### src/rtl/pipe_ctrl_mdu.sv
// ---------------------------------------------------------------------------
// pipe_ctrl_mdu
//   Five-stage MIPS pipeline controller with a multi-cycle multiply/divide
//   unit (MDU) interlock. Decodes opcode/funct combinationally in D, then
//   carries the control word through the E, M and W pipeline registers.
//   A busy counter tracks the MDU after each start. While it runs, F/D are
//   frozen if D holds an instruction that needs the MDU (mfhi, mflo, mult,
//   div).
//
// Ports
//   clk            rising-edge clock
//   reset          asynchronous, active-low reset
//   opD, functD    D-stage opcode / funct
//   equalD         register compare result from D
//   flushE         hazard-unit request to bubble E
//   pcsrcD         branch taken
//   branchD, branchNOTD, jumpD, jumpR   beq / bne / j,jal / jr decoded in D
//   alusrcE, regdstE, alucontrolE       E-stage datapath controls
//   regwriteE/M/W, memtoregE/M/W        per-stage write-back controls
//   memwriteM, loadbyteM, savebyteM     M-stage memory controls
//   mdu_startE, mdu_opE, mdu_busy       MDU start pulse, op (0 mult, 1 div), busy
//   stallF, stallD                      freeze PC and IF/ID
//   moveW, hiloselW                     write-back from HI/LO, 1 = HI
// ---------------------------------------------------------------------------
module pipe_ctrl_mdu #(
    parameter int OPW     = 6,
    parameter int FNW     = 6,
    parameter int ACW     = 4,
    parameter int MDU_LAT = 4
) (
    input  logic           clk,
    input  logic           reset,
    input  logic [OPW-1:0] opD,
    input  logic [FNW-1:0] functD,
    input  logic           equalD,
    input  logic           flushE,
    output logic           pcsrcD,
    output logic           branchD,
    output logic           branchNOTD,
    output logic           jumpD,
    output logic           jumpR,
    output logic           alusrcE,
    output logic [1:0]     regdstE,
    output logic [ACW-1:0] alucontrolE,
    output logic           regwriteE,
    output logic           regwriteM,
    output logic           regwriteW,
    output logic [1:0]     memtoregE,
    output logic [1:0]     memtoregM,
    output logic [1:0]     memtoregW,
    output logic           memwriteM,
    output logic           loadbyteM,
    output logic           savebyteM,
    output logic           mdu_startE,
    output logic           mdu_opE,
    output logic           mdu_busy,
    output logic           stallF,
    output logic           stallD,
    output logic           moveW,
    output logic           hiloselW
);

    localparam logic [OPW-1:0] OP_RTYPE = OPW'(6'b000000);
    localparam logic [OPW-1:0] OP_LW    = OPW'(6'b100011);
    localparam logic [OPW-1:0] OP_LB    = OPW'(6'b100000);
    localparam logic [OPW-1:0] OP_SW    = OPW'(6'b101011);
    localparam logic [OPW-1:0] OP_SB    = OPW'(6'b101000);
    localparam logic [OPW-1:0] OP_ADDI  = OPW'(6'b001000);
    localparam logic [OPW-1:0] OP_BEQ   = OPW'(6'b000100);
    localparam logic [OPW-1:0] OP_BNE   = OPW'(6'b000101);
    localparam logic [OPW-1:0] OP_J     = OPW'(6'b000010);
    localparam logic [OPW-1:0] OP_JAL   = OPW'(6'b000011);

    localparam logic [FNW-1:0] FN_ADD   = FNW'(6'b100000);
    localparam logic [FNW-1:0] FN_SUB   = FNW'(6'b100010);
    localparam logic [FNW-1:0] FN_AND   = FNW'(6'b100100);
    localparam logic [FNW-1:0] FN_OR    = FNW'(6'b100101);
    localparam logic [FNW-1:0] FN_SLT   = FNW'(6'b101010);
    localparam logic [FNW-1:0] FN_JR    = FNW'(6'b001000);
    localparam logic [FNW-1:0] FN_MFHI  = FNW'(6'b010000);
    localparam logic [FNW-1:0] FN_MFLO  = FNW'(6'b010010);
    localparam logic [FNW-1:0] FN_MULT  = FNW'(6'b011000);
    localparam logic [FNW-1:0] FN_DIV   = FNW'(6'b011010);

    localparam logic [ACW-1:0] ALU_AND  = ACW'(4'b0000);
    localparam logic [ACW-1:0] ALU_OR   = ACW'(4'b0001);
    localparam logic [ACW-1:0] ALU_ADD  = ACW'(4'b0010);
    localparam logic [ACW-1:0] ALU_SUB  = ACW'(4'b0110);
    localparam logic [ACW-1:0] ALU_SLT  = ACW'(4'b0111);

    localparam int CNTW = 4;
    localparam logic [CNTW-1:0] LAT_LOAD = CNTW'(MDU_LAT);

    // Control word carried from D into E.
    typedef struct packed {
        logic           regwrite;
        logic [1:0]     memtoreg;
        logic           memwrite;
        logic           loadbyte;
        logic           savebyte;
        logic           alusrc;
        logic [1:0]     regdst;
        logic [ACW-1:0] alucontrol;
        logic           mdu;
        logic           mduop;
        logic           move;
        logic           hilosel;
    } ctrlE_t;

    // Subset still needed in M.
    typedef struct packed {
        logic       regwrite;
        logic [1:0] memtoreg;
        logic       memwrite;
        logic       loadbyte;
        logic       savebyte;
        logic       move;
        logic       hilosel;
    } ctrlM_t;

    // Subset still needed in W.
    typedef struct packed {
        logic       regwrite;
        logic [1:0] memtoreg;
        logic       move;
        logic       hilosel;
    } ctrlW_t;

    ctrlE_t         ctrlD;
    ctrlE_t         ctrlE_d, ctrlE_q;
    ctrlM_t         ctrlM_d, ctrlM_q;
    ctrlW_t         ctrlW_d, ctrlW_q;
    logic [CNTW-1:0] busyCnt_d, busyCnt_q;
    logic           mduUseD;

    // Main decoder. Anything not listed falls through to the all-zero NOP
    // word. jr only exists under the R-type opcode, so a 001000 funct paired
    // with any other opcode does not set jumpR.
    always_comb begin
        ctrlD      = '0;
        branchD    = 1'b0;
        branchNOTD = 1'b0;
        jumpD      = 1'b0;
        jumpR      = 1'b0;
        case (opD)
            OP_RTYPE: begin
                case (functD)
                    FN_ADD: begin
                        ctrlD.regdst     = 2'b01;
                        ctrlD.regwrite   = 1'b1;
                        ctrlD.alucontrol = ALU_ADD;
                    end
                    FN_SUB: begin
                        ctrlD.regdst     = 2'b01;
                        ctrlD.regwrite   = 1'b1;
                        ctrlD.alucontrol = ALU_SUB;
                    end
                    FN_AND: begin
                        ctrlD.regdst     = 2'b01;
                        ctrlD.regwrite   = 1'b1;
                        ctrlD.alucontrol = ALU_AND;
                    end
                    FN_OR: begin
                        ctrlD.regdst     = 2'b01;
                        ctrlD.regwrite   = 1'b1;
                        ctrlD.alucontrol = ALU_OR;
                    end
                    FN_SLT: begin
                        ctrlD.regdst     = 2'b01;
                        ctrlD.regwrite   = 1'b1;
                        ctrlD.alucontrol = ALU_SLT;
                    end
                    FN_JR: begin
                        jumpR = 1'b1;
                    end
                    FN_MFHI: begin
                        ctrlD.regdst   = 2'b01;
                        ctrlD.regwrite = 1'b1;
                        ctrlD.move     = 1'b1;
                        ctrlD.hilosel  = 1'b1;
                    end
                    FN_MFLO: begin
                        ctrlD.regdst   = 2'b01;
                        ctrlD.regwrite = 1'b1;
                        ctrlD.move     = 1'b1;
                    end
                    FN_MULT: begin
                        ctrlD.mdu = 1'b1;
                    end
                    FN_DIV: begin
                        ctrlD.mdu   = 1'b1;
                        ctrlD.mduop = 1'b1;
                    end
                    default: ;
                endcase
            end
            OP_LW: begin
                ctrlD.alusrc     = 1'b1;
                ctrlD.memtoreg   = 2'b01;
                ctrlD.regwrite   = 1'b1;
                ctrlD.alucontrol = ALU_ADD;
            end
            OP_LB: begin
                ctrlD.alusrc     = 1'b1;
                ctrlD.memtoreg   = 2'b01;
                ctrlD.regwrite   = 1'b1;
                ctrlD.alucontrol = ALU_ADD;
                ctrlD.loadbyte   = 1'b1;
            end
            OP_SW: begin
                ctrlD.alusrc     = 1'b1;
                ctrlD.memwrite   = 1'b1;
                ctrlD.alucontrol = ALU_ADD;
            end
            OP_SB: begin
                ctrlD.alusrc     = 1'b1;
                ctrlD.memwrite   = 1'b1;
                ctrlD.alucontrol = ALU_ADD;
                ctrlD.savebyte   = 1'b1;
            end
            OP_ADDI: begin
                ctrlD.alusrc     = 1'b1;
                ctrlD.regwrite   = 1'b1;
                ctrlD.alucontrol = ALU_ADD;
            end
            OP_BEQ: begin
                branchD          = 1'b1;
                ctrlD.alucontrol = ALU_SUB;
            end
            OP_BNE: begin
                branchNOTD       = 1'b1;
                ctrlD.alucontrol = ALU_SUB;
            end
            OP_J: begin
                jumpD = 1'b1;
            end
            OP_JAL: begin
                jumpD          = 1'b1;
                ctrlD.regdst   = 2'b10;
                ctrlD.memtoreg = 2'b10;
                ctrlD.regwrite = 1'b1;
            end
            default: ;
        endcase
    end

    assign pcsrcD = (branchD & equalD) | (branchNOTD & ~equalD);

    // The start pulse in E counts as busy too: the counter only loads on the
    // following edge, so without it a back-to-back MDU user would slip through.
    assign mduUseD    = ctrlD.mdu | ctrlD.move;
    assign mdu_startE = ctrlE_q.mdu;
    assign mdu_busy   = (busyCnt_q != '0);
    assign stallD     = mduUseD & (mdu_busy | mdu_startE);
    assign stallF     = stallD;

    // Next-state for the pipeline registers. A stalled D instruction must not
    // also enter E, so stall and flush both inject a bubble, which also keeps
    // a flushed mult/div from starting the MDU.
    always_comb begin
        ctrlE_d = (flushE | stallD) ? '0 : ctrlD;
        ctrlM_d = '{regwrite: ctrlE_q.regwrite, memtoreg: ctrlE_q.memtoreg,
                    memwrite: ctrlE_q.memwrite, loadbyte: ctrlE_q.loadbyte,
                    savebyte: ctrlE_q.savebyte, move: ctrlE_q.move,
                    hilosel: ctrlE_q.hilosel};
        ctrlW_d = '{regwrite: ctrlM_q.regwrite, memtoreg: ctrlM_q.memtoreg,
                    move: ctrlM_q.move, hilosel: ctrlM_q.hilosel};
    end

    // Busy counter: reload on every start, otherwise count down to zero.
    always_comb begin
        busyCnt_d = busyCnt_q;
        if (ctrlE_q.mdu) begin
            busyCnt_d = LAT_LOAD;
        end else if (busyCnt_q != '0) begin
            busyCnt_d = busyCnt_q - 1'b1;
        end
    end

    // State registers. Reset abandons any MDU operation in flight.
    always_ff @(posedge clk or negedge reset) begin
        if (!reset) begin
            ctrlE_q   <= '0;
            ctrlM_q   <= '0;
            ctrlW_q   <= '0;
            busyCnt_q <= '0;
        end else begin
            ctrlE_q   <= ctrlE_d;
            ctrlM_q   <= ctrlM_d;
            ctrlW_q   <= ctrlW_d;
            busyCnt_q <= busyCnt_d;
        end
    end

    assign alusrcE     = ctrlE_q.alusrc;
    assign regdstE     = ctrlE_q.regdst;
    assign alucontrolE = ctrlE_q.alucontrol;
    assign regwriteE   = ctrlE_q.regwrite;
    assign memtoregE   = ctrlE_q.memtoreg;
    assign mdu_opE     = ctrlE_q.mduop;

    assign regwriteM   = ctrlM_q.regwrite;
    assign memtoregM   = ctrlM_q.memtoreg;
    assign memwriteM   = ctrlM_q.memwrite;
    assign loadbyteM   = ctrlM_q.loadbyte;
    assign savebyteM   = ctrlM_q.savebyte;

    assign regwriteW   = ctrlW_q.regwrite;
    assign memtoregW   = ctrlW_q.memtoreg;
    assign moveW       = ctrlW_q.move;
    assign hiloselW    = ctrlW_q.hilosel;

endmodule
### config.mk
export PLATFORM = sky130hd
export DESIGN_NAME = pipe_ctrl_mdu
export DESIGN_NICKNAME = d
export VERILOG_FILES = /design/src/rtl/pipe_ctrl_mdu.sv
export SDC_FILE = /design/constraint.sdc
export NUM_CORES = 1
export LEC_CHECK = 0
export CAP_MARGIN = 20
export CORE_MARGIN = 3
export CORE_UTILIZATION = 35
export CTS_BUF_LIST = sky130_fd_sc_hd__clkbuf_2
export DETAILED_ROUTE_END_ITERATION = 16
export SYNTH_ARGS = -nofsm -noshare
export SYNTH_HDL_FRONTEND = slang
export SYNTH_SLANG_ARGS = --single-unit
### constraint.sdc
create_clock -name clk -period 1.9 [get_ports clk]
set_input_delay 0.285 -clock clk [delete_from_list [all_inputs] [get_ports clk]]
set_output_delay 0.285 -clock clk [all_outputs]
set_load 0.03 [all_outputs]
==> results of run 1 <==
==> repair_timing <==
item,4_1_cts,5_1_grt
pin swaps,6,5
endpoints found under the setup margin,8,10
endpoints found under the hold margin,0,0
resized for setup,17,18
setup buffers,4,1
==> per-stage QoR <==
stage	power, mW	setup TNS [ns]	std cells	setup WS [ns]	utilization
after detailed placement	1.208	-1.019	238	-0.2366	0.5390
after global routing	1.763	-1.008	251	-0.4091	0.5805
final	1.644	-0.6528	251	-0.3004	0.5805
after global placement	1.190	-0.7571	238	-0.1718	0.5390
after floorplan	1.024	0	134	0.01899	-
after CTS	1.619	-0.8352	250	-0.3408	0.5662
==> registers in the layout, indices dropped and copies added (netlist names), 2 cells and up <==
register	flops
ctrlE_q	5
busyCnt_q	4
alucontrolE	3
ctrlM_q	2
memtoregE	2
memtoregM	2
memtoregW	2
regdstE	2
==> worst min-delay path by stage <==
stage                      startpoint              to  slack [ns]  cells after the start
final                           reset  alucontrolE[2]        0.29                      2
after global routing            reset  alucontrolE[2]        0.26                      2
after CTS                       reset  alucontrolE[2]        0.27                      2
after detailed placement  ctrlE_q[12]       loadbyteM        0.34                      0
after global placement     ctrlM_q[1]           moveW        0.33                      0
after floorplan                 reset  alucontrolE[0]       -0.01                      0
==> metal layers <==
metal  vias up  track usage  share of wire  wire, µm
met1       549       0.1808           0.44      1440
met3         4      0.03977          0.052       170
met5         -            0              0         0
li1        591            -              -         -
met4         0      0.08142          0.011        36
met2        47       0.2122           0.49      1599
==> cells by family after synthesis <==
group | synth area share
AOI/OAI and AO/OA | 0.09144
xor gates and xnor gates | 0.01186
adders and majority gates | 0.01693
buffers and inverters | 0.09314
DFF | 0.5588
other | 0.002538
and+or+nand+nor | 0.2252
==> power by group through the flow <==
| stage | sequential [mW] | combinational (mW) | clock [mW] |
|---|---|---|---|
| 6_report | 0.792 | 0.535 | 0.317 |
| 3_3_place_gp | 0.796 | 0.394 | 0 |
| 2_1_floorplan | 0.799 | 0.225 | 0 |
| 3_5_place_dp | 0.801 | 0.407 | 0 |
| 5_1_grt | 0.801 | 0.586 | 0.376 |
| 4_1_cts | 0.792 | 0.496 | 0.331 |
==> synthesized netlist by cell type, types with 3 or more instances <==
cell type	number	area share
dfrtp_1	33	0.56
nor2_1	15	0.038
buf_4	12	0.061
inv_1	6	0.015
nand2_1	6	0.015
nor3_1	6	0.020
a211oi_1	3	0.015
a21oi_1	3	0.010
a31oi_1	3	0.013
nand3_1	3	0.010
==> layout make-up <==
class	instances	area (µm²)	area share
inverters	6	22.52	0.01007
clock inverters	3	17.52	0.007830
flip-flops and latches	33	825.8	0.3691
clock buffers	5	25.02	0.01119
multi-input cells	79	594.3	0.2657
repair buffers	77	691.9	0.3093
well taps	48	60.06	0.02685
==> placed cells by master (no fill, tap or decap), drive strengths merged, types with 2 or more instances in the layout <==
cell           instances
nor2                  17
ha                     2
nor4b                  2
nand2                  6
a31oi                  3
clkdlybuf4s15          2
a21oi                  3
inv                    6
and4                   2
buf                   40
a211oi                 4
clkinv                 2
or2                    2
and2                   2
dfrtp                 33
o31ai                  2
nand3                  3
and3                   2
nor3b                  3
clkdlybuf4s50         31
dlygate4sd2            3
nor3                   6
clkbuf                 5
o21ai                  2
xnor2                  2
==> out/summary.txt, run 1 <==
# IOs = 47
Setup Crit Path Kind = reg -> out
Worst Skew = 0.01506 ns
largest net degree at the start of global routing = 34
Fmax achieved = 0.4545 GHz
fill count = 343
vias in the first global route = 1273
critical path endpoint category = output pin
crit start category = flop
Final Setup Violations = 3
CP peak stage delay = 0.44 ns
CP max FO = 3
final hold slack = 0.2853 ns
antenna violations before repair = 0
CTS buffer count = 5
Main synth FF type = dfrtp_1
Pleak = 1.035 nW
CP Data Arrival Time = 1.92 ns
final hold vios = 0
Routed WL = 3247 µm
hpwl dp = 2408 µm
clk_lat worst skew = 0.36 ns
outcome = complete, but fails checks
Mapped Cells = 134
Rows = 22
sw frac = 0.3120
DR iter-0 viols = 51
Routed wire per std cell = 12.94 µm
Netlist cell types = 45
Hold Path Class = in -> async
worst reg2reg endpoint = alucontrolE[2]
Chip Height = 70.98 µm
Root Driver = clkbuf_2
Reg2Reg Depth = 8
drc violations = 0
part of the power in combinational logic = 0.325
crit path time final = 2.200 ns
Crit. Startpoint = busyCnt_q[1]
antenna viol nets, final = 0
sw power = 0.5129 mW
Power Dens Cells = 734.8 nW/µm²
final instance area = 2237 µm²
internal power = 1.131 mW
Max-cap violations = 0
Area growth syn-to-layout = 51.40%
WP buf/inv = 3
starting density of the core = 0.3834
YS warnings = 0
Final nets = 220
GRT Util Overall = 0.1409
Post-Synthesis Cell Area = 1478 µm²
max-slew violations = 0
GRT overflow = 0
Flop pwr share = 0.482
RSZ-0062 raised after global routing = true
H-tree level count = 2
Sink Count = 33
RR Startpoint = busyCnt_q[1]
Post-synth EDFFs = 0
# diodes = 0
Worst setup endpoint = stallD
Die Width = 70.98 µm
1st-pass router iterations = 4
failing checks = negative setup slack
CTS tree = yes
hold_buf cts = 0
critical path depth = 7
Clock Pin Slew Worst Setup and Hold Paths = 0.17 ns
sequence of cells on the critical path = inv_2, ha_4, or3b_4, buf_6, o21ai_4, nor2_4, buf_6
most used cell, CP = buf_6
kind of cell adding the most delay to the critical path = simple AND/OR/NAND/NOR gates
syn_area_per_cell = 11.03 µm²
Max IR drop VDD = 313.2 µV
Syn Nets = 152
share of cells above drive strength 1 = 0.3448
placed instance area = 2077 µm²
Clk network pwr share = 0.193
I/O Buffers = 45
Core ar. = 3854 µm²
Slowest cell on crit path = dfrtp_1
first-pass GRT wire length = 5630 µm
Vias/cell = 4.745
register area share after synthesis = 0.5588
clock tree buffer depth = 2
CP required = 1.62 ns
Async SR Flop Fraction = 1.000
die area = 5037 µm²
#FFs+latches synth = 33
routability cong. = 0.8055
R2R Setup Slk = 0.05 ns
Setup WS post-layout = -0.3004 ns
Vias = 1191
fin crit share = 1.158
No activity file was read; power rests on OpenSTA's default activity.
==> run 2, diff against run 1 <==
--- a/config.mk
+++ b/config.mk
@@ -9,7 +9,9 @@
 export CORE_MARGIN = 3
 export CORE_UTILIZATION = 35
 export CTS_BUF_LIST = sky130_fd_sc_hd__clkbuf_2
+export CTS_CLUSTER_SIZE = 40
 export DETAILED_ROUTE_END_ITERATION = 16
+export MAX_ROUTING_LAYER = met4
 export SYNTH_ARGS = -nofsm -noshare
 export SYNTH_HDL_FRONTEND = slang
 export SYNTH_SLANG_ARGS = --single-unit
==> out/summary.txt, run 2 (synthesis results as in run 1) <==
outcome = complete, but fails checks (unchanged)
failing checks = negative setup slack (unchanged)
Final Total Pwr = 1.642 mW (was 1.644 mW)
clock tree buffer depth = 2 (unchanged)
crit start category = flop (unchanged)
Sink Count = 33 (unchanged)
GRT overflow = 0 (unchanged)
CP required = 1.62 ns (about the same)
clk_lat worst skew = 0.36 ns (about the same)
final hold vios = 0 (unchanged)
Hold Path Class = in -> async (unchanged)
Worst Skew = 0.01844 ns (was 0.01506 ns)
antenna violations before repair = 0 (unchanged)
Power Dens Cells = 733.8 nW/µm² (was 734.8 nW/µm²)
CTS buffer count = 5 (unchanged)
worst reg2reg endpoint = alucontrolE[2] (unchanged)
first-pass GRT wire length = 5623 µm (was 5630 µm)
Max IR drop VDD = 313.1 µV (was 313.2 µV)
antenna viol nets, final = 0 (unchanged)
hpwl dp = 2408 µm (unchanged)
Core ar. = 3854 µm² (unchanged)
Rows = 22 (unchanged)
met3 WL post-DR = 164 µm (was 170 µm)
dpl ws = -0.2366 ns (unchanged)
metal2 WL = 1569 µm (was 1599 µm)
most flop-heavy register = ctrlE_q (unchanged)
H-tree level count = 2 (unchanged)
CP max FO = 3 (unchanged)
crit path time final = 2.200 ns (about the same)
Final nets = 220 (unchanged)
Root Driver = clkbuf_2 (unchanged)
Routed WL = 3225 µm (was 3247 µm)
Setup WS post-layout = -0.3003 ns (was -0.3004 ns)
share of cells above drive strength 1 = 0.3448 (unchanged)
Die Width = 70.98 µm (unchanged)
starting density of the core = 0.3834 (unchanged)
DR iter-0 viols = 52 (was 51)
vias in the first global route = 1272 (was 1273)
max-slew violations = 0 (unchanged)
placed instance area = 2077 µm² (unchanged)
I/O Buffers = 45 (unchanged)
largest net degree at the start of global routing = 34 (unchanged)
Routed wire per std cell = 12.85 µm (was 12.94 µm)
Final Setup Violations = 3 (unchanged)
Pleak = 1.035 nW (unchanged)
Vias/cell = 4.741 (was 4.745)
sequence of cells on the critical path = inv_2, ha_4, or3b_4, buf_6, o21ai_4, nor2_4, buf_6 (unchanged)
Chip Height = 70.98 µm (unchanged)
CTS tree = yes (unchanged)
Slowest cell on crit path = dfrtp_1 (unchanged)
routability cong. = 0.8172 (was 0.8055)
Reg2Reg Depth = 8 (unchanged)
DRT met1 WL = 1426 µm (was 1440 µm)
fin crit share = 1.158 (about the same)
Setup Crit Path Kind = reg -> out (unchanged)
setup TNS = -0.6530 ns (was -0.6528 ns)
kind of cell adding the most delay to the critical path = simple AND/OR/NAND/NOR gates (unchanged)
CP peak stage delay = 0.44 ns (about the same)
drc violations = 0 (unchanged)
R2R Setup Slk = 0.05 ns (about the same)
most common cell after layout, fill and taps aside = buf_4 (unchanged)
die area = 5037 µm² (unchanged)
Max-cap violations = 0 (unchanged)
final instance area = 2237 µm² (unchanged)
Area growth syn-to-layout = 51.40% (unchanged)
max reg flops = 5 (unchanged)
most used cell, CP = buf_6 (unchanged)
RR Startpoint = busyCnt_q[1] (unchanged)
GRT Util Overall = 0.1442 (was 0.1409)
# diodes = 0 (unchanged)
critical path endpoint category = output pin (unchanged)
final hold slack = 0.2836 ns (was 0.2853 ns)
# IOs = 47 (unchanged)
most frequent cells in the layout = 34 x buf_4, 33 x dfrtp_1, 31 x clkdlybuf4s50_1 (unchanged)
CP Data Arrival Time = 1.92 ns (about the same)
Vias = 1190 (was 1191)
1st-pass router iterations = 4 (unchanged)
RSZ-0062 raised after global routing = true (unchanged)
Clock Pin Slew Worst Setup and Hold Paths = 0.17 ns (about the same)
WP buf/inv = 3 (unchanged)
Highest Signal Layer = met4 (unchanged)
Fmax achieved = 0.4545 GHz (about the same)
==> run 2: cell counts in the layout (fill, tap and decap cells not counted) <==
Identical to the previous run, type by type.
==> run 2: per-layer routing <==
layer | track usage | vias up
li1 | - | 591
met1 | 0.1817 | 544
met2 | 0.2122 | 47
met3 | 0.03409 | 8
met4 | 0.08142 | 0
met5 | - | -
==> run 2: area by class of cell <==
type	instances	area, µm²
Fill cell	343	1617
Clock inverter	3	17.52
Tap cell	48	60.06
Multi-Input combinational cell	79	594.3
Timing Repair Buffer	77	691.9
Clock buffer	5	25.02
Sequential cell	33	825.8
Inverter	6	22.52
==> run 2: power breakdown <==
part           leakage (nW)  internal [mW]  switching, mW
Sequential            0.452          0.752         0.0398
Combinational         0.554          0.293          0.242
Clock                0.0287         0.0859          0.229
==> run 2: repair_timing <==
action                                 4_1_cts  5_1_grt
hold buffers                                 0        0
buffers inserted                             4        1
resized for setup                           17       18
pin swaps                                    6        5
setup endpoints to repair                    8       10
endpoints found under the hold margin        0        0
==> run 2: worst max path at each step <==
stage	startpoint	end	slack [ns]	depth (start not counted)
2_1_floorplan	busyCnt_q[0]	stallF	0.02	7
3_3_place_gp	opD[3]	pcsrcD	-0.17	5
3_5_place_dp	opD[2]	pcsrcD	-0.24	5
4_1_cts	busyCnt_q[0]	stallD	-0.34	7
5_1_grt	busyCnt_q[1]	stallF	-0.40	7
6_report	busyCnt_q[1]	stallD	-0.30	7
==> run 2: through the flow <==
stage          utilization  instances
2_1_floorplan            -        134
6_report            0.5805        251
3_3_place_gp        0.5390        238
3_5_place_dp        0.5390        238
5_1_grt             0.5805        251
4_1_cts             0.5662        250
